===== config.mk =====
export PLATFORM = sky130hd
export DESIGN_NAME = ppa_mod_accum
export DESIGN_NICKNAME = d
export VERILOG_FILES = /design/src/rtl/ppa_mod_accum.sv
export SDC_FILE = /design/constraint.sdc
export NUM_CORES = 1
export LEC_CHECK = 0
export ABC_AREA = 1
export CAP_MARGIN = 20
export CORE_MARGIN = 2
export CORE_UTILIZATION = 30
export DETAILED_ROUTE_END_ITERATION = 10
export GPL_ROUTABILITY_DRIVEN = 0
export GPL_TIMING_DRIVEN = 0
export PLACE_DENSITY = 0.48
export SETUP_SLACK_MARGIN = 0.3
export SLEW_MARGIN = 20
export SYNTH_ARGS = -nofsm -noshare
export SYNTH_HDL_FRONTEND = slang
export SYNTH_SLANG_ARGS = --single-unit

===== constraint.sdc =====
create_clock -name clk -period 13.81 [get_ports clk]
set_input_delay 3.4525 -clock clk [delete_from_list [all_inputs] [get_ports clk]]
set_output_delay 3.4525 -clock clk [all_outputs]
set_load 0.05 [all_outputs]

===== src/rtl/ppa_mod_accum.sv =====
// rtl/ppa_mod_accum.sv - modulo 2^N-1 vector accumulator for parallel-prefix adder sums
// Two-stage pipeline: fold stage R, accumulate stage A, valid/ready on both sides.
module ppa_mod_accum #(
  parameter int N     = 16,
  parameter int CNT_W = 8
) (
  input  logic             clk,
  input  logic             rst,
  input  logic             in_valid,
  output logic             in_ready,
  input  logic [N:0]       in_sum,
  input  logic             in_last,
  output logic             out_valid,
  input  logic             out_ready,
  output logic [N-1:0]     out_data,
  output logic [CNT_W-1:0] out_count
);

  // End-around-carry reduction; the all-ones alias of zero is normalised to 0.
  function automatic logic [N-1:0] fold(input logic [N:0] x);
    logic [N:0]   y;
    logic [N-1:0] z;
    y = {1'b0, x[N-1:0]} + {{N{1'b0}}, x[N]};
    z = y[N-1:0] + {{(N-1){1'b0}}, y[N]};
    if (z == {N{1'b1}}) z = '0;
    return z;
  endfunction

  logic [N-1:0]     r;
  logic             last_r;
  logic             v_r;
  logic [N-1:0]     acc;
  logic [CNT_W-1:0] cnt;

  logic             stall_a;
  logic             consume;
  logic             accept;
  logic [N:0]       acc_sum;
  logic [N-1:0]     acc_next;
  logic [CNT_W-1:0] cnt_next;

  // Only a finishing element can be held back; partial sums keep flowing.
  assign stall_a  = v_r && last_r && out_valid && !out_ready;
  assign in_ready = !(v_r && stall_a);
  assign accept   = in_valid && in_ready;
  assign consume  = v_r && !stall_a;

  assign acc_sum  = {1'b0, acc} + {1'b0, r};
  assign acc_next = fold(acc_sum);
  assign cnt_next = (cnt == {CNT_W{1'b1}}) ? cnt : cnt + CNT_W'(1);

  always_ff @(posedge clk) begin
    if (rst) begin
      r         <= '0;
      last_r    <= 1'b0;
      v_r       <= 1'b0;
      acc       <= '0;
      cnt       <= '0;
      out_valid <= 1'b0;
      out_data  <= '0;
      out_count <= '0;
    end else begin
      if (accept) begin
        r      <= fold(in_sum);
        last_r <= in_last;
        v_r    <= 1'b1;
      end else if (consume) begin
        v_r    <= 1'b0;
      end

      if (consume && !last_r) begin
        acc <= acc_next;
        cnt <= cnt_next;
      end else if (consume && last_r) begin
        out_data  <= acc_next;
        out_count <= cnt_next;
        acc       <= '0;
        cnt       <= '0;
      end

      // A fresh result on the take edge keeps out_valid high with no bubble.
      if (consume && last_r) begin
        out_valid <= 1'b1;
      end else if (out_ready) begin
        out_valid <= 1'b0;
      end
    end
  end

endmodule


==> results of run 1 <==
-- registers in the layout, indices dropped and copies added, names as in the netlist --
register	flops
cnt	8
acc	16
r	16
last_r	1
out_count	8
v_r	1
out_valid	1
out_data	16
-- worst max-delay path by stage --
| stage | start | to | slack (ns) | depth (start not counted) |
|---|---|---|---|---|
| after floorplan | out_ready | in_ready | 6.28 | 4 |
| after global routing | out_ready | in_ready | 5.12 | 6 |
| final | out_ready | in_ready | 5.28 | 6 |
| after detailed placement | out_ready | in_ready | 5.27 | 6 |
| after CTS | out_ready | in_ready | 5.25 | 6 |
| after global placement | out_ready | in_ready | 5.26 | 6 |
-- critical path, delay by kind of cell --
| family | cells | cell delay [ns] |
|---|---|---|
| buffers and inverters | 4 | 1.27 |
| and+or+nand+nor | 2 | 0.36 |
-- layout make-up --
class / instances / area (um^2)
Fill cell: 1965 / 10950
Multi-Input combinational cell: 681 / 3343
Sequential cell: 67 / 1341
Inverter: 127 / 476.7
Timing Repair Buffer: 46 / 460.4
Tap cell: 225 / 281.5
Clock buffer: 11 / 242.7
Buffer: 22 / 112.6
Clock inverter: 4 / 27.53
-- routing by layer --
metal,global-route usage,up-vias,share of wire
met5,0,-,0
met3,0.02111,13,0.023
met1,0.2239,2325,0.51
li1,-,2964,-
met4,0.04745,0,0.016
met2,0.2692,64,0.46
-- cell usage in the layout, fill, tap and decap left out, drive strengths merged, types with 2 or more instances in the layout --
master,count
nand3,85
ha,25
o21bai,2
nand3b,2
o21ai,39
xnor2,5
nand2,293
clkinv,2
clkbuf,29
a21oi,70
nor3,10
dfxtp,67
clkdlybuf4s50,46
clkinvlp,3
nand4,13
nor4,4
nor2,108
xor2,13
buf,4
inv,126
or2,3
nor3b,2
-- kinds of logic after synthesis --
| family | Yosys count | share of synthesized area |
|---|---|---|
| fa+ha+maj | 26 | 0.06311 |
| simple gates | 521 | 0.4263 |
| compound gates | 116 | 0.1146 |
| flops | 67 | 0.2543 |
| xor+xnor | 18 | 0.02989 |
| buf+inv | 149 | 0.1117 |
-- through the flow --
stage / std cells / hold WS (ns) / util / setup WS (ns)
floorplan: 897 / 0.4453 / - / 6.278
global placement: 1168 / 0.4576 / 0.3490 / 5.260
detailed placement: 1168 / 0.4594 / 0.3490 / 5.269
CTS: 1183 / 0.4682 / 0.3647 / 5.254
global route: 1183 / 0.4879 / 0.3647 / 5.123
finish: 1183 / 0.4672 / 0.3647 / 5.283
-- power breakdown --
part	total [mW]	internal [mW]	switching (mW)	leakage [nW]
Sequential	0.206	0.201	0.00494	0.546
Clock	0.207	0.125	0.0817	0.124
Combinational	0.103	0.0333	0.0692	2.28
Total	0.515	0.359	0.156	2.95
-- Yosys cell counts, drive strengths merged, types with 2 or more instances --
master / number
nand3b: 2
a21oi: 70
nor4: 4
xnor2: 5
ha: 25
nor2: 108
nand3: 85
nor3b: 2
clkbuf: 18
o21bai: 2
nor3: 10
nand4: 13
inv: 126
o21ai: 39
or2: 3
xor2: 13
nand2: 293
buf: 4
dfxtp: 67
==> results by group, run 1 <==
Layout
  – Ant diodes: 0
  – Finished Cell Area: 6286 um^2
  – Final #Nets: 1002
  – Share of cells above drive strength 1: 0.06681
  – Area Overhead vs Synth: 19.19%

Power and ir drop
  – P per Cell Area: 81.93 nW/um^2
  – Overall power: ~510 uW
  – Max VDD drop: 0.04889 mV
  – Pleak: 2.952 nW

STA
  – Peak Freq: 117.3 MHz
  – Clk_skew: 0.008106 ns
  – Final setup viols: 0
  – Fin. Hold Viols: 0
  – Final min period: 8.527 ns
  – Unrepaired setup endpoints after global routing: no
  – Setup TNS: 0 ns
  – Slew HR: 0.6113
  – Worst Tran Pin Value: between 0.5 and 0.6 ns
  – Final Max Slew Viols: 0
  – Final period utilization: 0.6174

Global routing
  – Global-route wire length before repair: 24320 um
  – Global-route usage over all layers: 0.1638
  – Vias in the first global route: 5089
  – Largest net degree at the start of global routing: 12
  – Initial antenna violation count: 0
  – Grt total ovfl: 0

Route
  – Post-route ant nets: 0
  – Vias per cell: 4.536
  – Via count: 5366
  – 1st-pass router iterations: 5
  – Drt wl/cell: about 12 um
  – Initial drt markers: ~280
  – DRC Markers: 0
  – DRT Wirelength: 14620 um

Setup path
  – Worst path cell trace: clkdlybuf4s50_1 -> nor2_1 -> inv_1 -> nor3_1 -> inv_1 -> clkdlybuf4s50_1
  – Critical Path RT: 10.36 ns
  – Slowest CP cell: clkdlybuf4s50_1
  – Crit Path Category: in2out
  – Worst stage delay on the critical path: 0.72 ns
  – Startpoint types: input pin
  – Critical R2R Launch: r[0]$_SDFFE_PP0P_
  – Worst-path fanout max: 3
  – Crit. End Element: output pin
  – R2R Setup Slk: approximately 8.1 ns
  – Reg2Reg Depth: 39
  – R2r endpoint: acc[9]$_SDFFE_PP0P_
  – Crit path DAT: slightly above 5 ns

Synth
  – Synth Flop Type: dfxtp_1
  – Mapped Cells: 897
  – Ys async rst share: 0
  – Synth area leader: dfxtp_1
  – Syn nets: 945
  – Largest cells by area after synthesis: dfxtp_1 25%, nand2_1 20%, inv_1 8.4%, nand3_1 7.7%, nor2_1 6.6%
  – Mapped Area: 5274 um^2
  – Register area share after synthesis: 0.2543
  – Top cell type's share of synthesized area: 0.2543
  – Synth unique cells: 34
  – Mean Syn Cell Area: 5.879 um^2
  – Synth Register Bits: 67
  – EDFF count, synth: 0
  – Synthesis Warnings: 0

Clock tree
  – Post-CTS setup buffers: 0
  – Cts repair resizes: 0
  – Clock-pin slew on the worst setup and hold paths: 0.05 ns
  – Max clock buf depth: 2
  – Clock Latency Late Sink: 0.33 ns
  – Clock sinks: 67
  – CTS tree: done
  – Num CTS Buffers: 9
  – Hold buffers post-CTS: 0
  – Clock root buffer master: clkbuf_16
  – H-tree levels: 3

Floorplan
  – IO Pins: 48
  – Die Wd: about 140 um
  – Row count: 48
  – Die Y-Extent: 136.6 um
  – Core area: 17240 um^2
  – Die area: 18660 um^2
  – Initial Utilization: 0.3060

Min path
  – Hold path cells: 2
  – Hold Startpoint: cnt[7]$_SDFFE_PP0P_
  – Hold WC Path Type: reg2reg
  – Worst Hold Endpoint: cnt[7]$_SDFFE_PP0P_

Flow run
  – Maxcap violations: 0

Placement
  – IO Port Bufs: 46
  – Placed wire-length estimate: 12190 um
  – Cell Area, Placed: 6016 um^2

Status
  – Status: complete, no violations
No activity file was read; power rests on OpenSTA's default activity.
==> run 2, diff against run 1 <==
--- a/config.mk
+++ b/config.mk
@@ -12,7 +12,7 @@
 export DETAILED_ROUTE_END_ITERATION = 10
 export GPL_ROUTABILITY_DRIVEN = 0
 export GPL_TIMING_DRIVEN = 0
-export PLACE_DENSITY = 0.48
+export PLACE_DENSITY = 0.5
 export SETUP_SLACK_MARGIN = 0.3
 export SLEW_MARGIN = 20
 export SYNTH_ARGS = -nofsm -noshare
==> constraint.sdc (replaced) <==
create_clock -name clk -period 7.8 [get_ports clk]
set_input_delay 1.95 -clock clk [delete_from_list [all_inputs] [get_ports clk]]
set_output_delay 1.95 -clock clk [all_outputs]
set_load 0.05 [all_outputs]
==> run 2 against run 1 <==
Compared with the run above: cell count barely moved; core utilization grew 0.14 points; sequential share of layout area decreased by 0.080 points; hold slack gained 0.0017 ns; clock skew is essentially flat; register-to-register slack got worse by 6.1 ns; combinational power rose by 77%; highest routed layer unchanged; worst setup slack got worse by 3.4 ns; power increased by 84%.
==> results by group, run 2 (synthesis results as in run 1) <==
STA
  – Peak Freq: 168.0 MHz
  – Final Max Slew Viols: 0
  – Hold_ws: 0.4689 ns
  – Unrepaired setup endpoints after global routing: no
  – Worst Tran Pin Value: 0.5519 ns
  – Final period utilization: 0.7631
  – Final setup viols: 0
  – Fin. Hold Viols: 0
  – Slew HR: 0.6307
  – Final min period: around 6.0 ns
  – Setup TNS: 0 ns
  – Clk_skew: about 0.0086 ns

Setup path
  – Worst-path fanout max: 10
  – Startpoint types: input pin
  – Critical Path RT: about 8.0 ns
  – Worst stage delay on the critical path: 0.46 ns
  – Crit Path Category: in2reg
  – CP most frequent cell: nand2_1
  – Crit path DAT: about 6.2 ns
  – Slowest CP cell: clkdlybuf4s50_1
  – Crit. End Element: register

Route
  – 1st-pass router iterations: 5
  – DRT Wirelength: 14600 um
  – DRC Markers: 0
  – Vias per cell: 4.552
  – Via count: 5390
  – Post-route ant nets: 0
  – Initial drt markers: ~220
  – Drt wl/cell: around 12 um

Global routing
  – Global-route wire length before repair: approximately 24000 um
  – Largest net degree at the start of global routing: 13
  – Vias in the first global route: 5061
  – Global-route usage over all layers: 0.1634
  – Initial antenna violation count: 0
  – Grt total ovfl: 0

Floorplan
  – Die area: roughly 19000 um^2
  – Initial Utilization: 0.3060
  – Die Y-Extent: between 100 and 150 um
  – Core area: 17240 um^2
  – IO Pins: 48
  – Row count: 48
  – Die Wd: 136.6 um

Power and ir drop
  – P per Cell Area: 150.3 nW/um^2
  – Switching Fraction: 0.3013
  – Max VDD drop: 0.1039 mV
  – Pleak: 2.971 nW
  – Overall power: 948.4 uW
  – Sequential share of power: 0.384
  – Gate power share: 0.192
  – Clk pwr share: 0.424
  – Switch Pwr: 285.8 uW
  – Internal power: 662.6 uW

Clock tree
  – Clock sinks: 67
  – Hold buffers post-CTS: 0
  – CTS tree: done
  – Clock-pin slew on the worst setup and hold paths: 0.06 ns
  – Num CTS Buffers: 9
  – Max clock buf depth: 2
  – Clock root buffer master: clkbuf_16
  – H-tree levels: 3
  – Cts repair resizes: 0
  – Clock Latency Late Sink: 0.33 ns
  – Post-CTS setup buffers: 0

Layout
  – Finished Cell Area: 6310 um^2
  – # fillers: ~1900
  – Most common cell after layout, fill and taps aside: nand2_1
  – Final Util: 0.3661
  – Ant diodes: 0
  – Final #Nets: 1002
  – Regs by FF count: acc x16, out_data x16, r x16
  – Area Overhead vs Synth: 19.64%
  – Commonest cells after routing, fill and taps aside: 282 x nand2_1, 118 x inv_1, 93 x nor2_1, 81 x nand3_1, 69 x a21oi_1
  – Share of cells above drive strength 1: 0.06778

Flow run
  – Maxcap violations: 0

Placement
  – Placed wire-length estimate: 12110 um
  – IO Port Bufs: 46
  – Cell Area, Placed: 6016 um^2

Status
  – Status: complete, no violations

Min path
  – Hold WC Path Type: reg2reg
## run 2: through the flow
| step | cells | setup slack (ns) |
|---|---|---|
| after floorplan | 897 | 2.667 |
| after detailed placement | 1168 | 1.430 |
| after global routing | 1184 | 1.301 |
| final | 1184 | 1.848 |
| after global placement | 1168 | 1.460 |
| after CTS | 1184 | 1.771 |
## run 2: critical path: cells and delay by family
| family | cells | cell delay [ns] |
|---|---|---|
| simple gates | 19 | 2.63 |
| buf+inv | 3 | 0.70 |
| fa+ha+maj | 3 | 0.57 |
| compound gates | 3 | 0.28 |
## run 2: final timing paths
path                   startpoint                    to  slack [ns]  depth (start not counted)
max                     in_sum[0]     r[8]$_SDFFE_PP0P_        1.85                         28
min          acc[11]$_SDFFE_PP0P_  acc[11]$_SDFFE_PP0P_        0.47                          2
max reg2reg     r[0]$_SDFFE_PP0P_  acc[12]$_SDFFE_PP0P_        2.04                         39
min reg2reg  acc[11]$_SDFFE_PP0P_  acc[11]$_SDFFE_PP0P_        0.47                          2
## run 2: area by class of cell
class                           count  area [um^2]  area share
Clock inverter                      6        65.06     0.01031
Multi-Input combinational cell    681         3343      0.5298
Tap cell                          225        281.5     0.04462
Buffer                             22        112.6     0.01785
Inverter                          127        476.7     0.07555
Sequential cell                    67         1341      0.2126
Timing Repair Buffer               46        460.4     0.07297
Clock buffer                       10        229.0     0.03629
## run 2: per-layer routing
layer	GRT usage	vias up	wire [um]
li1	-	2963	-
met1	0.2270	2353	7578
met2	0.2667	61	6512
met3	0.02148	13	293
met4	0.04109	0	212
met5	0	-	0
## run 2: power groups by stage
stage / Clock, mW / Sequential (mW) / Combinational (mW)
CTS: 0.409 / 0.364 / 0.183
global placement: 0 / 0.371 / 0.182
global route: 0.425 / 0.365 / 0.205
finish: 0.402 / 0.364 / 0.182
detailed placement: 0 / 0.371 / 0.182
floorplan: 0 / 0.386 / 0.108
